[src/rtl/counter_sweep_ctrl.sv]
// Triangle-sweep sequencer for the 4-bit up/down/load counter: load lo, count to hi,
// back to lo, N passes, while a shadow position cross-checks the returned count.
module counter_sweep_ctrl #(
  parameter int WIDTH = 4,
  parameter int PW    = 4
) (
  input  logic             clk,
  input  logic             rst_n,
  input  logic             start,
  input  logic             abort,
  input  logic             hold,
  input  logic [WIDTH-1:0] lo,
  input  logic [WIDTH-1:0] hi,
  input  logic [PW-1:0]    passes,
  input  logic [WIDTH-1:0] cnt_out,
  output logic             cnt_en,
  output logic             cnt_dir,
  output logic             cnt_in,
  output logic [WIDTH-1:0] cnt_data,
  output logic             busy,
  output logic             done,
  output logic             cfg_err,
  output logic             mis_err,
  output logic [PW-1:0]    pass_idx
);

  typedef enum logic [2:0] {
    S_IDLE = 3'd0,
    S_LOAD = 3'd1,
    S_UP   = 3'd2,
    S_DOWN = 3'd3,
    S_DONE = 3'd4
  } state_t;

  localparam logic [WIDTH-1:0] ONE_W  = {{(WIDTH-1){1'b0}}, 1'b1};
  localparam logic [WIDTH-1:0] ZERO_W = {WIDTH{1'b0}};
  localparam logic [PW-1:0]    ONE_P  = {{(PW-1){1'b0}}, 1'b1};
  localparam logic [PW-1:0]    ZERO_P = {PW{1'b0}};

  state_t           state_r;
  state_t           state_s;
  logic [WIDTH-1:0] pos_r;
  logic [WIDTH-1:0] lo_r;
  logic [WIDTH-1:0] hi_r;
  logic [PW-1:0]    passes_r;
  logic [PW-1:0]    pass_idx_r;
  logic             cfg_err_r;
  logic             mis_err_r;

  logic             cfg_ok_s;
  logic             accept_s;
  logic [WIDTH-1:0] pos_inc_s;
  logic [WIDTH-1:0] pos_dec_s;
  logic [PW-1:0]    pass_nxt_s;

  // A run is legal only if it sweeps at least one step and at least once.
  assign cfg_ok_s   = (hi > lo) && (passes != ZERO_P);
  assign accept_s   = (state_r == S_IDLE) && start && !abort && cfg_ok_s;
  assign pos_inc_s  = pos_r + ONE_W;
  assign pos_dec_s  = pos_r - ONE_W;
  assign pass_nxt_s = pass_idx_r + ONE_P;

  // State register.
  always_ff @(posedge clk or posedge rst_n) begin
    if (rst_n) begin
      state_r <= S_IDLE;
    end else begin
      state_r <= state_s;
    end
  end

  // Next-state logic; abort outranks hold and every sweep turn.
  always_comb begin
    state_s = state_r;
    case (state_r)
      S_IDLE: begin
        if (accept_s) state_s = S_LOAD;
        else          state_s = S_IDLE;
      end
      S_LOAD: begin
        if (abort) state_s = S_IDLE;
        else       state_s = S_UP;
      end
      S_UP: begin
        if (abort)                           state_s = S_IDLE;
        else if (!hold && pos_inc_s == hi_r) state_s = S_DOWN;
        else                                 state_s = S_UP;
      end
      S_DOWN: begin
        if (abort)                           state_s = S_IDLE;
        else if (!hold && pos_dec_s == lo_r) state_s = (pass_nxt_s == passes_r) ? S_DONE : S_UP;
        else                                 state_s = S_DOWN;
      end
      S_DONE:  state_s = S_IDLE;
      default: state_s = S_IDLE;
    endcase
  end

  // Shadow position, latched run parameters, pass count and error flags.
  always_ff @(posedge clk or posedge rst_n) begin
    if (rst_n) begin
      pos_r      <= ZERO_W;
      lo_r       <= ZERO_W;
      hi_r       <= ZERO_W;
      passes_r   <= ZERO_P;
      pass_idx_r <= ZERO_P;
      cfg_err_r  <= 1'b0;
      mis_err_r  <= 1'b0;
    end else begin
      cfg_err_r <= (state_r == S_IDLE) && start && !abort && !cfg_ok_s;
      case (state_r)
        S_IDLE: begin
          if (accept_s) begin
            lo_r       <= lo;
            hi_r       <= hi;
            passes_r   <= passes;
            pass_idx_r <= ZERO_P;
            mis_err_r  <= 1'b0;
          end
        end
        S_LOAD: begin
          if (!abort) pos_r <= lo_r;
        end
        S_UP: begin
          if (cnt_out != pos_r) mis_err_r <= 1'b1;
          if (!abort && !hold)  pos_r <= pos_inc_s;
        end
        S_DOWN: begin
          if (cnt_out != pos_r) mis_err_r <= 1'b1;
          if (!abort && !hold) begin
            pos_r <= pos_dec_s;
            if (pos_dec_s == lo_r) pass_idx_r <= pass_nxt_s;
          end
        end
        default: begin
        end
      endcase
    end
  end

  // Moore decode of the counter controls; only cnt_en sees hold directly.
  always_comb begin
    cnt_en   = 1'b0;
    cnt_dir  = 1'b1;
    cnt_in   = 1'b0;
    cnt_data = ZERO_W;
    busy     = 1'b0;
    done     = 1'b0;
    case (state_r)
      S_LOAD: begin
        cnt_en   = 1'b1;
        cnt_in   = 1'b1;
        cnt_data = lo_r;
        busy     = 1'b1;
      end
      S_UP: begin
        cnt_en = !hold;
        busy   = 1'b1;
      end
      S_DOWN: begin
        cnt_en  = !hold;
        cnt_dir = 1'b0;
        busy    = 1'b1;
      end
      S_DONE: begin
        done = 1'b1;
      end
      default: begin
        cnt_en = 1'b0;
      end
    endcase
  end

  assign cfg_err  = cfg_err_r;
  assign mis_err  = mis_err_r;
  assign pass_idx = pass_idx_r;

endmodule

[config.mk]
export PLATFORM = sky130hd
export DESIGN_NAME = counter_sweep_ctrl
export DESIGN_NICKNAME = d
export VERILOG_FILES = /design/src/rtl/counter_sweep_ctrl.sv
export SDC_FILE = /design/constraint.sdc
export NUM_CORES = 1
export LEC_CHECK = 0
export ABC_AREA = 1
export ABC_CLOCK_PERIOD_IN_PS = 3200
export CORE_MARGIN = 4
export CORE_UTILIZATION = 35
export DETAILED_ROUTE_END_ITERATION = 6
export PLACE_DENSITY = 0.59
export RECOVER_POWER = 50
export SYNTH_ARGS = -nofsm -noshare
export SYNTH_HDL_FRONTEND = slang
export SYNTH_SLANG_ARGS = --single-unit
[constraint.sdc]
create_clock -name clk -period 3.2 [get_ports clk]
set_input_delay 0.64 -clock clk [delete_from_list [all_inputs] [get_ports clk]]
set_output_delay 0.64 -clock clk [all_outputs]
set_load 0.02 [all_outputs]
==> results.yml <==
grt:
  grt_start_max_net_pins: 26
  grt_usage: 0.137
  grt_pass1_vias: 1464
  antenna_found_initial: 0
  grt_first_pass_wirelength_mm: 6.84
  grt_remaining_overflow: 0
layout:
  finalNetCount: 304
  layout_common_cells: "nand2_1 (73), inv_1 (34), clkdlybuf4s50_1 (30), dfrtp_1 (25), nor2_1 (20)"
  layout.core_utilization: 0.457
  filler_cell_count: 500
  seq_area_sq_um: 626
  area_growth_syn_to_layout_pct: 27.0
  most_common_cell_after_layout_fill_and_taps_aside: "nand2_1"
  drive_above_1_share: 0.0618
  antenna_cells: 0
  multi_input_area_sq_um: 915
cts:
  cts_post_setup_buffers_inserted: 0
  clk_transition_reported_paths_ps: 90
  cts_hold_buffers: 0
  cts_inserted_buffers: 3
  post_cts.resized_instances: 0
  clock-sinks: 25
  clock_latency_ps: 270
  h-tree-depth: 1
  root_buffer: "clkbuf_8"
  clock_tree.buffer_depth: 2
  cts_tree: "done"
worst_hold_path:
  worst_hold_path.endpoint: "hi_r[3]"
  holdCritStartpoint: "hi_r[3]"
  worst_hold_path_type: "flop to flop"
  whs_path_depth: 2
logic_synthesis:
  ys.warnings.count: 0
  synth_area_sq_um: 1700
  synth.yosys.seq_area_share: 0.368
  synthesized_area_per_cell_sq_um: 7.14
  post_synthesis_cells: 238
  mapped_nets: 266
  ys_ff_latch: 25
  synth.distinct_cells: 28
floorplan:
  design.core.area_sq_um: 4720
  die_h_um: 77.7
  initial_utilization: 0.360
  rows: 25
  top_level_ports: 36
  floorplan.die_area_sq_um: 6040
  dieWidth_um: 77.7
sta:
  finalHoldViolCount: 0
  max_slew.worst_pin.slew_ps: 1390
  worst_hold_slack_ps: 509
  fin_skew_ps: 1.96
  drv_slew: 0
  setup-violations-final: 0
  finalCritPeriodShare: 0.825
  maxSlewHeadroom: 0.0735
  fin_crit_ps: 2640
  fmaxAchievable_ghz: 0.379
  setup_tns_ps: 0
  rsz0062_at_grt: "false"
route:
  finalWirelength_mm: 3.79
  via_count: 1530
  drcViolationCount: 0
  routedWlPerCell_um: 11.1
  post_drt_via_cell_ratio: 4.47
  drt_iter0_markers: 75
  dr.pass1.iters: 4
  ant_nets: 0
critical_path:
  path_cells: "dlygate4sd3_1 > o21ai_0 > clkdlybuf4s50_1"
  rrSetupSlack_ps: 1260
  rr_startpoint: "pos_r[0]"
  crit_required_ps: 2560
  critical-path-slowest-cell: "clkdlybuf4s50_1"
  critical_path.max_fanout: 3
  timing.rr.end: "pass_idx[2]"
  timing.critical_path.arrival_ps: 2000
  crit_path_max_incr_delay_ps: 630
  timing.setup.critical_path_class: "input pin to output pin"
  ff2ff_path_depth: 10
  setup.worst_path.start_class: "input pin"
  end_kind: "output pin"
placed_design:
  dp_hpwl_mm: 3.04
  gpl.final_weighted_congestion: 0.781
  place.port_buffers: 35
power:
  p_leak_uw: 0.00105
  max-vdd-ir-drop_v: 0.000168
  cellPowerDensity_nw_per_um2: 539
run:
  maxcap_violations: 0
outcome:
  outcome: "completed"
## per-layer routing
metal  GRT usage  vias up  share of wire  wire [um]
met3      0.0197        2          0.041        156
met1       0.194      674           0.50       1880
met2       0.217       33           0.46       1730
li1            -      821              -          -
met5           0        -              0          0
met4      0.0374        0         0.0066         25
## sequential cells by signal, summed over array words and instances, names as in the netlist
register,flops
cfg_err,1
hi_r,4
pos_r,4
passes_r,4
mis_err,1
pass_idx,4
state_r,3
lo_r,4
## critical path, delay by kind of cell
family                 cells  cell delay (ps)
buffers and inverters      2             1190
AOI/OAI and AO/OA          1              170
## cell families (layout without fill, tap and decap cells)
logic type	Yosys count	in the layout	share of synthesized area
AND/OR/NAND/NOR	124	124	0.318
XOR/XNOR	12	12	0.0618
adder cells (fa/ha/maj)	7	7	0.0515
AO/OA/AOI/OAI	31	31	0.109
buffers and inverters	39	76	0.0920
flip-flops	25	25	0.368
## area by class of cell
class                      instances  area share
multi-input combinational        174       0.424
inverter                          36      0.0626
clock buffer                       3      0.0191
tap                               67      0.0388
clock inverter                     1     0.00232
timing repair buffer              36       0.164
sequential                        25       0.290
## synth_stat cells, drive strengths merged
master,number,area [sq um]
nand2,75,287
inv,36,135
dfrtp,25,626
nor2,25,116
nand3,19,108
o21ai,17,85.1
a21oi,9,60.1
ha,7,87.6
xor2,7,61.3
xnor2,5,43.8
buf,2,16.3
nand4,2,12.5
o211ai,2,15.0
or2,2,12.5
a21boi,1,7.51
a22o,1,8.76
clkbuf,1,5.00
nor3,1,5.00
o221ai,1,8.76
## worst max path at each step
stage               start  endpoint  slack, ps  depth (start not counted)
2_1_floorplan  state_r[2]    cnt_en       1360                          3
3_3_place_gp         hold    cnt_en        720                          3
3_5_place_dp         hold    cnt_en        680                          3
4_1_cts        state_r[2]    cnt_en        550                          4
5_1_grt        state_r[2]    cnt_en        510                          4
6_report             hold    cnt_en        560                          3
## report_power, final
group | leakage [uW] | switching, uW | internal [uW]
clock network | 0.0000255 | 106 | 87.2
registers | 0.000322 | 80.3 | 390
logic | 0.000708 | 286 | 214
total | 0.00105 | 473 | 691
## stage by stage
step	worst slack (ps)	total power, uW	instances	area (sq um)
5_1_grt	514	1280	342	2160
2_1_floorplan	1360	845	238	1700
6_report	561	1160	342	2160
3_3_place_gp	718	979	338	2120
4_1_cts	551	1180	342	2170
3_5_place_dp	676	985	338	2120
(Power assumes the default switching activity.)
